## src/rtl/channel_scan_ctrl_if.sv

```systemverilog
`default_nettype none
// ============================================================================
// channel_scan_ctrl_if : control/status bundle of the channel scan controller
// Rev 1.0 : initial release
// ============================================================================
interface channel_scan_ctrl_if #(
  parameter int PHASE_WIDTH = 32,
  parameter int DATA_WIDTH  = 12,
  parameter int NUM_CH      = 8
);
  localparam int CH_W = $clog2(NUM_CH);

  logic                   start;
  logic                   stop;
  logic [PHASE_WIDTH-1:0] base_word;
  logic [PHASE_WIDTH-1:0] step_word;
  logic [DATA_WIDTH-1:0]  threshold;
  logic [DATA_WIDTH-1:0]  demod_in;
  logic [PHASE_WIDTH-1:0] Fre_word;
  logic [CH_W-1:0]        ch_index;
  logic [DATA_WIDTH-1:0]  peak_level;
  logic                   busy;
  logic                   locked;
  logic                   done;

  modport master (
    output start, stop, base_word, step_word, threshold, demod_in,
    input  Fre_word, ch_index, peak_level, busy, locked, done
  );

  modport slave (
    input  start, stop, base_word, step_word, threshold, demod_in,
    output Fre_word, ch_index, peak_level, busy, locked, done
  );
endinterface
`default_nettype wire

```

## src/rtl/channel_scan_ctrl.sv

```systemverilog
`default_nettype none
// ============================================================================
// channel_scan_ctrl : sweeps NCO frequency words, locks on the first channel
//                     whose windowed peak level reaches the threshold
// Rev 1.0 : initial release
// ============================================================================
module channel_scan_ctrl #(
  parameter int PHASE_WIDTH   = 32,
  parameter int DATA_WIDTH    = 12,
  parameter int NUM_CH        = 8,
  parameter int SETTLE_CYCLES = 1024,
  parameter int DWELL_CYCLES  = 4096,
  parameter int LOSS_WINDOWS  = 3
) (
  input  logic               clk_in,
  input  logic               sys_rst_n,
  channel_scan_ctrl_if.slave bus
);

  localparam int CH_W    = $clog2(NUM_CH);
  localparam int MAX_CYC = (SETTLE_CYCLES > DWELL_CYCLES) ? SETTLE_CYCLES : DWELL_CYCLES;
  localparam int CNT_W   = $clog2(MAX_CYC + 1);
  localparam int LOSS_W  = $clog2(LOSS_WINDOWS + 1);

  localparam logic [CH_W-1:0]   CH_LAST     = CH_W'(NUM_CH - 1);
  localparam logic [CNT_W-1:0]  SETTLE_LAST = CNT_W'(SETTLE_CYCLES - 1);
  localparam logic [CNT_W-1:0]  DWELL_LAST  = CNT_W'(DWELL_CYCLES - 1);
  localparam logic [LOSS_W-1:0] LOSS_LAST   = LOSS_W'(LOSS_WINDOWS - 1);

  typedef enum logic [2:0] {
    IDLE    = 3'd0,
    TUNE    = 3'd1,
    SETTLE  = 3'd2,
    MEASURE = 3'd3,
    DECIDE  = 3'd4,
    LOCK    = 3'd5
  } state_t;

  state_t                 state;
  logic [PHASE_WIDTH-1:0] fre_reg;
  logic [CH_W-1:0]        ch_reg;
  logic [DATA_WIDTH-1:0]  peak_reg;
  logic                   busy_reg;
  logic                   locked_reg;
  logic                   done_reg;
  logic [CNT_W-1:0]       cnt;
  logic [DATA_WIDTH-1:0]  run_max;
  logic [LOSS_W-1:0]      loss;

  // Max including the current sample, so the final window cycle is counted.
  logic [DATA_WIDTH-1:0]  win_max;
  assign win_max = (bus.demod_in > run_max) ? bus.demod_in : run_max;

  always_ff @(posedge clk_in or negedge sys_rst_n) begin
    if (!sys_rst_n) begin
      state      <= IDLE;
      fre_reg    <= '0;
      ch_reg     <= '0;
      peak_reg   <= '0;
      busy_reg   <= 1'b0;
      locked_reg <= 1'b0;
      done_reg   <= 1'b0;
      cnt        <= '0;
      run_max    <= '0;
      loss       <= '0;
    end else begin
      done_reg <= 1'b0;
      if (bus.stop) begin
        state      <= IDLE;
        busy_reg   <= 1'b0;
        locked_reg <= 1'b0;
        cnt        <= '0;
        run_max    <= '0;
        loss       <= '0;
      end else begin
        case (state)
          IDLE: begin
            if (bus.start) begin
              state    <= TUNE;
              ch_reg   <= '0;
              fre_reg  <= bus.base_word;
              busy_reg <= 1'b1;
            end
          end
          TUNE: begin
            state <= SETTLE;
            cnt   <= '0;
          end
          SETTLE: begin
            if (cnt == SETTLE_LAST) begin
              state   <= MEASURE;
              cnt     <= '0;
              run_max <= '0;
            end else begin
              cnt <= cnt + CNT_W'(1);
            end
          end
          MEASURE: begin
            if (cnt == DWELL_LAST) begin
              state    <= DECIDE;
              peak_reg <= win_max;
              cnt      <= '0;
            end else begin
              run_max <= win_max;
              cnt     <= cnt + CNT_W'(1);
            end
          end
          DECIDE: begin
            if (peak_reg >= bus.threshold) begin
              state      <= LOCK;
              locked_reg <= 1'b1;
              cnt        <= '0;
              run_max    <= '0;
              loss       <= '0;
            end else if (ch_reg != CH_LAST) begin
              state   <= TUNE;
              ch_reg  <= ch_reg + CH_W'(1);
              fre_reg <= fre_reg + bus.step_word;
            end else begin
              state    <= IDLE;
              busy_reg <= 1'b0;
              done_reg <= 1'b1;
            end
          end
          LOCK: begin
            if (cnt == DWELL_LAST) begin
              peak_reg <= win_max;
              cnt      <= '0;
              run_max  <= '0;
              if (win_max >= bus.threshold) begin
                loss <= '0;
              end else if (loss == LOSS_LAST) begin
                // Lock lost: resume the sweep at the next channel, wrapping silently.
                loss       <= '0;
                locked_reg <= 1'b0;
                state      <= TUNE;
                if (ch_reg == CH_LAST) begin
                  ch_reg  <= '0;
                  fre_reg <= bus.base_word;
                end else begin
                  ch_reg  <= ch_reg + CH_W'(1);
                  fre_reg <= fre_reg + bus.step_word;
                end
              end else begin
                loss <= loss + LOSS_W'(1);
              end
            end else begin
              run_max <= win_max;
              cnt     <= cnt + CNT_W'(1);
            end
          end
          default: begin
            state      <= IDLE;
            busy_reg   <= 1'b0;
            locked_reg <= 1'b0;
          end
        endcase
      end
    end
  end

  assign bus.Fre_word   = fre_reg;
  assign bus.ch_index   = ch_reg;
  assign bus.peak_level = peak_reg;
  assign bus.busy       = busy_reg;
  assign bus.locked     = locked_reg;
  assign bus.done       = done_reg;

endmodule
`default_nettype wire

```

## src/flat_wrapper.sv

```systemverilog
// flat-port wrapper written by rule: the top's interface ports become plain ports
module channel_scan_ctrl_flat 
#(
  parameter int PHASE_WIDTH   = 32,
  parameter int DATA_WIDTH    = 12,
  parameter int NUM_CH        = 8,
  parameter int SETTLE_CYCLES = 1024,
  parameter int DWELL_CYCLES  = 4096,
  parameter int LOSS_WINDOWS  = 3
)
  (clk_in, sys_rst_n, bus_start, bus_stop, bus_base_word, bus_step_word, bus_threshold, bus_demod_in, bus_Fre_word, bus_ch_index, bus_peak_level, bus_busy, bus_locked, bus_done);
  channel_scan_ctrl_if #(.PHASE_WIDTH(PHASE_WIDTH), .DATA_WIDTH(DATA_WIDTH), .NUM_CH(NUM_CH)) bus_i ();
  input  logic clk_in;
  input  logic sys_rst_n;
  input wire logic [$bits(bus_i.start)-1:0] bus_start;
  input wire logic [$bits(bus_i.stop)-1:0] bus_stop;
  input wire logic [$bits(bus_i.base_word)-1:0] bus_base_word;
  input wire logic [$bits(bus_i.step_word)-1:0] bus_step_word;
  input wire logic [$bits(bus_i.threshold)-1:0] bus_threshold;
  input wire logic [$bits(bus_i.demod_in)-1:0] bus_demod_in;
  output wire logic [$bits(bus_i.Fre_word)-1:0] bus_Fre_word;
  output wire logic [$bits(bus_i.ch_index)-1:0] bus_ch_index;
  output wire logic [$bits(bus_i.peak_level)-1:0] bus_peak_level;
  output wire logic [$bits(bus_i.busy)-1:0] bus_busy;
  output wire logic [$bits(bus_i.locked)-1:0] bus_locked;
  output wire logic [$bits(bus_i.done)-1:0] bus_done;
  assign bus_i.start = bus_start;
  assign bus_i.stop = bus_stop;
  assign bus_i.base_word = bus_base_word;
  assign bus_i.step_word = bus_step_word;
  assign bus_i.threshold = bus_threshold;
  assign bus_i.demod_in = bus_demod_in;
  assign bus_Fre_word = bus_i.Fre_word;
  assign bus_ch_index = bus_i.ch_index;
  assign bus_peak_level = bus_i.peak_level;
  assign bus_busy = bus_i.busy;
  assign bus_locked = bus_i.locked;
  assign bus_done = bus_i.done;
  channel_scan_ctrl #(.PHASE_WIDTH(PHASE_WIDTH), .DATA_WIDTH(DATA_WIDTH), .NUM_CH(NUM_CH), .SETTLE_CYCLES(SETTLE_CYCLES), .DWELL_CYCLES(DWELL_CYCLES), .LOSS_WINDOWS(LOSS_WINDOWS)) u_core (.clk_in(clk_in), .sys_rst_n(sys_rst_n), .bus(bus_i));
endmodule
```

## config.mk

```make
export PLATFORM = sky130hd
export DESIGN_NAME = channel_scan_ctrl_flat
export DESIGN_NICKNAME = d
export VERILOG_FILES = /design/src/rtl/channel_scan_ctrl_if.sv /design/src/rtl/channel_scan_ctrl.sv /design/src/flat_wrapper.sv
export SDC_FILE = /design/constraint.sdc
export NUM_CORES = 1
export LEC_CHECK = 0
export BUFFER_PORTS_ARGS = -buffer_cell sky130_fd_sc_hd__buf_2
export CAP_MARGIN = 0
export CORE_ASPECT_RATIO = 1.2
export CORE_UTILIZATION = 56
export DETAILED_ROUTE_END_ITERATION = 8
export GPL_ROUTABILITY_DRIVEN = 0
export PLACE_DENSITY = 0.82
export SYNTH_ARGS = -nofsm -noshare
export SYNTH_HDL_FRONTEND = slang
export SYNTH_SLANG_ARGS = --single-unit
```

## constraint.sdc

```tcl
create_clock -name clk_in -period 5.8 [get_ports clk_in]
set_clock_uncertainty 0.2 [all_clocks]
set_input_delay 1.45 -clock clk_in [delete_from_list [all_inputs] [get_ports clk_in]]
set_output_delay 1.45 -clock clk_in [all_outputs]
set_load 0.03 [all_outputs]
```

Word level (Yosys, flattened, before mapping)
Cells that the tools add are included.

Reduce and logical (&&, ||, !) cells: 16. Eq/ne operators: 28. Order comparisons: 3. Add/subtract/negate cells: 4. Muxes and demuxes: 59. Bitwise operators: 1.

Operators with widths (count): 2-to-1 mux 32 bit (7); case mux 32 bit (3 select lines) (1); 2-to-1 mux 12 bit (6); 2-to-1 mux 13 bit (4); case mux 13 bit (4 select lines) (1); case mux 12 bit (4 select lines) (1); 2-to-1 mux 3 bit (15); adder 32 bit (1); >= comparator 12 bit (2); != test 3 bit, second input constant (6); case mux 3 bit (6 select lines) (1); != test 3 x 2 -> 1 bit, second input constant (5); 2-to-1 mux 1 bit (14); adder 13 x 1 -> 13 bit, second input constant (1); == test 13 x 10 -> 1 bit, second input constant (1); == test 13 x 12 -> 1 bit, second input constant (1); > comparator 12 bit (1); 2-to-1 mux 2 bit (5); != test 2 x 1 -> 1 bit, second input constant (5); nonzero test 5 bit (2); == test 3 bit, second input constant (3); case mux 3 bit (3 select lines) (1); AND reduction 4 bit (2); AND reduction 8 bit (1); other kinds (17) (24).

Bits in registers: 80. Input port bits: 92.

Logic depth before layout (Yosys ltp)
Gate-level depths: netlist (run 1).

Depth in word-level cells: 7. Gate-level depth with buffers: 24. Gate-level depth less buffers: 21.

Worst setup path after synthesis (run 1)
OpenSTA, ideal clock, no wires.

Path kind: input to register. Start: input bus_demod_in[5]. End: register u_core.fre_reg[28], in the netlist u_core.bus.Fre_word[28]. Library setup time: 0.130 ns. Buffers on the path: 3. Stages on the path: 22. Path slack: 0.375 ns. Data required time: 5.470 ns. Data arrival time: 5.095 ns. Cell sequence: ha_1 a21o_1 a21o_1 a21oi_1 nor2_1 a2111oi_0 nor2_1 buf_2 mux2i_1 inv_1 ha_1 a21o_1 a211oi_1 o211a_1 o31ai_1 a211oi_2 o31ai_2 or2_1 buf_6 buf_6 nand2_1 o211ai_1.

Longest elaborated chain between the ends: 5.

Ends and longest elaborated chain: start: declaration (RTL line flat_wrapper.sv:20) `input wire logic [$bits(bus_i.demod_in)-1:0] bus_demod_in;`; > comparator 12 bit (RTL line channel_scan_ctrl.sv:52) `assign win_max = (bus.demod_in > run_max) ? bus.demod_in : run_max;`; 2-to-1 mux 12 bit (RTL line channel_scan_ctrl.sv:52); via u_core.win_max[9] (RTL line channel_scan_ctrl.sv:51) `logic [DATA_WIDTH-1:0] win_max;`; >= comparator 12 bit (RTL line channel_scan_ctrl.sv:130) `if (win_max >= bus.threshold) begin`; != test 2 bit (no source line); AND reduction 8 bit (no source line); end signal: assignment (RTL line channel_scan_ctrl.sv:81) `fre_reg <= bus.base_word;`; end signal: assignment (RTL line channel_scan_ctrl.sv:139) `fre_reg <= bus.base_word;`; end signal: assignment (RTL line channel_scan_ctrl.sv:142) `fre_reg <= fre_reg + bus.step_word;`; end: declaration (RTL line channel_scan_ctrl.sv:40) `logic [PHASE_WIDTH-1:0] fre_reg;`.

The timed path passes the listed nets, and every way through them passes these cells. A chain may end at the register's enable or synchronous reset.

Worst setup path after layout (run 1)
Start: input bus_demod_in[5]. End: register u_core.state[2].

Longest elaborated chain between the ends: 5.

Ends and longest elaborated chain: > comparator 12 bit (RTL line channel_scan_ctrl.sv:52); 2-to-1 mux 12 bit * (RTL line channel_scan_ctrl.sv:52); >= comparator 12 bit * (RTL line channel_scan_ctrl.sv:130); != test 3 bit (no source line) *; AND reduction 6 bit (no source line) *; end signal: assignment (RTL line channel_scan_ctrl.sv:56) `state <= IDLE;`; end signal: assignment (RTL line channel_scan_ctrl.sv:69) `state <= IDLE;`; end signal: assignment (RTL line channel_scan_ctrl.sv:136) `state <= TUNE;`; end: declaration (RTL line channel_scan_ctrl.sv:39) `state_t state;`.

Every way passes the cells marked *; elsewhere a longest branch is shown, timed or not.

==> results.yml, run 1 <==
global_route:
  grt_pass1_vias: 5814
  grt_pass1_wl_um: 26300
  grt_max_degree: 81
  antenna_found_initial: 0
  grt_usage_pct: 27.8
  grt_overflow: 0
pwr:
  intPower_mw: 1.80
  swShare_pct: 45.8
  clockPowerShare_pct: 17.0
  combPwrFrac_pct: 57.6
  ir_drop_uv: 273
  switching_power_mw: 1.51
  p_leak_nw: 3.83
  p_per_area_nw_per_um2: 439
  p_seq_share_pct: 25.4
  power_mw: 3.31
detailed_routing:
  vias: 6037
  wl_um: 15600
  wl_per_cell_um: 14.9
  first_pass_iters: 5
  route.antenna.remaining_nets: 0
  drtIter0Drc: 286
  drc: 0
  viasPerCell: 5.78
setup_path:
  cp-start-kind: "primary input"
  path_max_fanout: 8
  critPathKind: "primary input to flip-flop"
  rr_worst_depth: 19
  arrival_ns: 5.51
  worst_setup_path_end_kind: "flip-flop"
  required_ns: 5.82
logic_synthesis:
  yosysWarnings: 0
  synth_area_leaders: "dfrtp_1 32%, ha_1 14%, nand2_1 6.6%"
  netlist.area_leader.share_pct: 31.6
  async_reset_ff_share_pct: 100
  synth.most_common_cell: "nand2_1"
  synth_compound_area_share_pct: 25.8
  ys.flop_type: "dfrtp_1"
  synthAdderAreaFrac_pct: 14.1
  synth_area_per_cell_sq_um: 8.27
  synthXorXnorAreaFrac_pct: 3.60
  synth_fp_nets: 929
  synth_common_cells: "112 x nand2_1, 80 x dfrtp_1, 70 x ha_1, 62 x a21oi_1"
  synth_area_sq_um: 6330
  synthMuxAreaShare_pct: 2.21
  syn-instance-count: 766
  synth.distinct_cells: 65
  ys_ff_latch: 80
  synthSimpleGateAreaFrac_pct: 17.3
  ys_seq_area_share_pct: 31.6
  synth_top_family_by_area: "compound AO/OA/AOI/OAI gates"
  synth_edf_count: 0
  synth.largest_area_cell: "dfrtp_1"
place:
  placed_cells: 1028
  dp_hpwl_um: 11900
  io_buffers: 141
  dpl-instance-area_sq_um: 7220
timing:
  layout_min_cycle_time_ns: 5.49
  fmax_mhz: 182
  maxSlewHeadroom_pct: 25.0
  hold_slack_ns: 0.292
  slew_viol_final: 0
  period_share_pct: 94.7
  hold_violations: 0
  worst_pin_slew_ns: 1.13
  setup_violations: 0
clock_network:
  cts_buffers: 9
  clk_latency_ns: 0.34
  root_buffer: "clkbuf_16"
  clk_path_buf_depth: 2
  ctsHoldBuffers: 0
  cts_tree: "yes"
  cts.sink_count: 80
  clk_pin_slew_ns: 0.06
  htree_levels: 3
floorplanning:
  start_util_pct: 57.4
  num_io_pins: 142
  core_sq_um: 11000
  die_area_sq_um: 11700
  fp-row-count: 42
  dieHeight_um: 119
  die_x_um: 99.1
run_status:
  status: "finished clean"
layout:
  largest_register_ffs: 32
  stdcell_count: 1045
  area_delta_synth_final_pct: 19.1
  post-route-util_pct: 68.4
  final_area_sq_um: 7540
  drive_gt1_share_pct: 23.0
  nNetsFinal: 1072
  n_antenna_cell: 0
worst_hold_path:
  hold_path.class: "flip-flop to flip-flop"
  holdPathStages: 1
job:
  cap_viol_max_count: 0
[repair_timing]
item                                    in CTS  in global routing
endpoints found under the setup margin       0                 37
resized for setup                            0                  5
setup buffers                                0                  2
endpoints found under the hold margin        0                  0
[worst max-delay path: stages]
cell and delay, ns:
buf_2 0.11, ha_1 0.30, a21o_1 0.16, a21o_1 0.17, a21oi_1 0.19, nor2_1 0.07
a2111oi_2 0.36, nor2_2 0.18, mux2i_1 0.26, ha_1 0.27, nand2b_1 0.14, a21o_1 0.18
a211oi_1 0.41, o31ai_2 0.15, and2_1 0.18, o21bai_1 0.26, o311a_1 0.33, o31ai_1 0.11
a32o_1 0.22
[routing by layer]
metal	wire length, um	up-vias	global-route usage (%)	share of wire (%)
met5	0	-	0	0
li1	-	3040	-	-
met4	320	0	9.38	2.0
met1	6620	2802	33.3	42
met2	7940	167	50.0	51
met3	746	28	4.67	4.8
[power groups by stage]
stage / registers, mW / clock network [mW] / logic [mW]
floorplan: 1.03 / 0 / 1.24
global placement: 0.847 / 0 / 1.85
detailed placement: 0.850 / 0 / 1.88
CTS: 0.841 / 0.569 / 1.89
global route: 0.863 / 0.592 / 2.11
finish: 0.841 / 0.563 / 1.91
[final cells by class]
class	count	area (sq um)
clock buffer	11	243
fill	946	3490
sequential	80	2000
clock inverter	4	45.0
inverter	50	188
multi-input combinational	609	4020
timing repair buffer	159	881
tap	132	165
[cell usage in the layout, fill, tap and decap left out, types with 4 or more instances in the layout]
master and n:
mux2i_1 14, nor2_1 59, o21a_1 9, ha_1 70, xnor2_1 16, buf_2 140
buf_4 16, a31oi_1 22, a21o_1 23, clkbuf_16 9, dfrtp_1 80, or2_2 4
nor3_1 10, xor2_1 10, nand2b_1 5, o21ai_0 60, o211ai_1 4, a211oi_1 9
inv_1 50, o21bai_1 6, a21oi_1 61, o21ai_2 17, nor4_1 4, nand2_1 112
nand3_1 23, nand4_1 8, o31ai_1 4
[logic make-up (layout without fill, tap and decap cells)]
kind of cell,count (synthesis),after routing
simple gates,247,247
compound gates,251,251
xor+xnor,26,26
mux,14,14
buf+inv,77,224
flops,80,80
fa+ha+maj,71,71
[final timing paths]
check / end / start / slack (ns)
setup / recovery: u_core.state[2] / bus_demod_in[5] / 0.31
hold / removal: u_core.cnt[8] / u_core.cnt[8] / 0.29
setup reg to reg: u_core.state[2] / u_core.run_max[5] / 1.13
hold reg to reg: u_core.cnt[8] / u_core.cnt[8] / 0.29
max in group asynchronous: u_core.bus.ch_index[0] / sys_rst_n / 3.63
min in group asynchronous: u_core.bus.Fre_word[17] / sys_rst_n / 1.07
[stage by stage]
step	TNS, ns	setup WS, ns
2_1_floorplan	0	0.375
3_3_place_gp	-1.28	-0.0908
3_5_place_dp	-4.11	-0.195
4_1_cts	0	0.118
5_1_grt	-0.00627	-0.00608
6_report	0	0.307
(Power assumes the default switching activity.)
==> run 2, diff against run 1 <==
- CELL_PAD_IN_SITES_DETAIL_PLACEMENT: default -> 1
- CELL_PAD_IN_SITES_GLOBAL_PLACEMENT: default -> 2
- CORE_UTILIZATION: 56 -> 32
- GPL_TIMING_DRIVEN: default -> 0
- PLACE_DENSITY: 0.82 -> default
- PLACE_DENSITY_LB_ADDON: default -> 0.1
==> run 2 against run 1 <==
  * Utilization shrank 28 points
  * Non-clock buffer count up 12
  * Fmax shrank 0.68%
  * Power grew 6.0%
  * Clock power rose by 17%
  * Setup slack worse by 0.038 ns
  * Design area increased by 3.3%
==> results.yml, run 2 (same netlist as run 1, synthesis figures left out) <==
detailed_routing:
  route.antenna.remaining_nets: 0
  viasPerCell: 5.26
  vias: 6249
  wl_um: 21300
  drtIter0Drc: 236
  first_pass_iters: 4
  wl_per_cell_um: 17.9
  drc: 0
setup_path:
  r2r_slack_ns: 1.08
  crit_start: "bus_demod_in[5]"
  r2r_start: "u_core.run_max[5]"
  path_max_fanout: 10
  slowest_stage: "a2111oi_2"
  cp-start-kind: "primary input"
  arrival_ns: 5.56
  slowest_delay_ns: 0.32
  required_ns: 5.83
  worst_setup_path_end_kind: "flip-flop"
  crit_path_frequent_cell: "a21o_1"
  crit_chain: "buf_2, ha_1, a21o_1, a21o_1, a21oi_1, nor2_1, a2111oi_2, nor2_1, buf_4, mux2i_4, inv_1, ha_1, a21o_1, a211oi_2, o211a_1, o31ai_1, a211oi_2, o31ai_4, or2_1, buf_6, buf_6, nand2_1, o211ai_1"
  critPathKind: "primary input to flip-flop"
pwr:
  intPower_mw: 1.85
  swShare_pct: 47.1
  combPwrFrac_pct: 57.7
  switching_power_mw: 1.65
  ir_drop_uv: 213
  clockPowerShare_pct: 18.8
  p_seq_share_pct: 23.5
  p_per_area_nw_per_um2: 450
  p_leak_nw: 3.83
floorplanning:
  core_sq_um: 19500
  start_util_pct: 32.5
  die_area_sq_um: 20400
  die_x_um: 130
  fp-row-count: 56
  dieHeight_um: 156
  num_io_pins: 142
timing:
  setup_violations: 0
  slew_viol_final: 0
  hold_violations: 0
  period_share_pct: 95.4
  maxSlewHeadroom_pct: 54.1
  fmax_mhz: 181
  layout_min_cycle_time_ns: 5.53
  worst_pin_slew_ns: 0.688
global_route:
  grt_pass1_wl_um: 34800
  grt_pass1_vias: 6741
  antenna_found_initial: 1
  grt_usage_pct: 22.2
  grt_overflow: 0
  grt_max_degree: 52
layout:
  largest_register_ffs: 32
  post-route-util_pct: 40.0
  area_delta_synth_final_pct: 23.1
  drive_gt1_share_pct: 22.2
  nNetsFinal: 1084
  stdcell_count: 1188
  final_common_cell: "buf_2"
  fillers: 2437
  final_cell_mix: "142 x buf_2, 112 x nand2_1, 80 x dfrtp_1"
place:
  placed_cells: 1168
  io_buffers: 140
  dp_hpwl_um: 16900
clock_network:
  htree_levels: 3
  clk_latency_ns: 0.35
  clk_pin_slew_ns: 0.06
  root_buffer: "clkbuf_16"
  cts.sink_count: 80
  cts_buffers: 9
  clk_path_buf_depth: 2
  cts_tree: "yes"
  ctsHoldBuffers: 0
run_status:
  status: "finished clean"
worst_hold_path:
  hold_path.class: "flip-flop to flip-flop"
  holdCritStartpoint: "u_core.run_max[11]"
job:
  cap_viol_max_count: 0
[run 2: cell count changes in the layout (fill, tap and decap cells not counted), moves of 2 or more]
| cell | change |
|---|---|
| buf_12 | -3 |
| buf_2 | +2 |
| buf_4 | -11 |
| buf_6 | +5 |
| clkbuf_1 | +17 |
| clkinv_2 | -3 |
| mux2i_1 | -2 |
| o31ai_2 | -2 |
[run 2: metal layers]
metal | track usage, % | vias up | share of wire [%]
met3 | 3.43 | 37 | 3.3
li1 | - | 3067 | -
met1 | 26.3 | 3029 | 42
met4 | 8.37 | 0 | 2.6
met2 | 39.9 | 116 | 52
met5 | 0 | - | 0
[run 2: worst paths after layout]
path,endpoint,cells after the start
setup / recovery,u_core.bus.Fre_word[28],23
hold / removal,u_core.run_max[11],2
setup reg to reg,u_core.bus.Fre_word[28],23
hold reg to reg,u_core.run_max[11],2
max in group asynchronous,u_core.bus.Fre_word[21],2
min in group asynchronous,u_core.cnt[7],1
[run 2: worst max-delay path, delay by kind of cell]
family	cells	cell delay (ns)
multiplexers	1	0.19
AND/OR/NAND/NOR	4	0.53
AO/OA/AOI/OAI	11	2.09
adder cells (fa/ha/maj)	2	0.60
buffers and inverters	5	0.68
[run 2: area by class of cell]
cell class	instances	area (sq um)	share of cell area, %
Antenna cell	1	2.50	0.0321
Timing Repair Buffer	144	753	9.66
Buffer	27	150	1.93
Inverter	50	188	2.41
Clock buffer	12	256	3.29
Sequential cell	80	2000	25.7
Tap cell	261	327	4.19
Clock inverter	4	76.3	0.979
Multi-Input combinational cell	609	4040	51.8
[run 2: power by group through the flow]
stage / clock network (mW) / registers [mW] / logic [mW]
6_report: 0.658 / 0.825 / 2.03
5_1_grt: 0.695 / 0.849 / 2.25
4_1_cts: 0.675 / 0.827 / 2.03
3_5_place_dp: 0 / 0.837 / 2.00
3_3_place_gp: 0 / 0.830 / 1.95
2_1_floorplan: 0 / 1.03 / 1.24
[run 2: repair_timing]
action | CTS | global route
buffers inserted | 1 | 2
pin swaps | 1 | 4
resized for setup | 3 | 7
endpoints found under the hold margin | 0 | 0
endpoints found under the setup margin | 16 | 39
[run 2: metrics by stage]
stage / power [mW] / TNS (ns) / hold slack, ns / setup slack (ns) / area, sq um
global placement: 2.78 / -13.20 / 0.265 / -0.411 / 7360
finish: 3.51 / 0 / 0.307 / 0.269 / 7790
detailed placement: 2.84 / -13.79 / 0.292 / -0.418 / 7390
global route: 3.79 / -0.000803 / 0.336 / -0.000803 / 7790
CTS: 3.53 / 0 / 0.307 / 0.0264 / 7750
floorplan: 2.27 / 0 / 0.243 / 0.375 / 6330
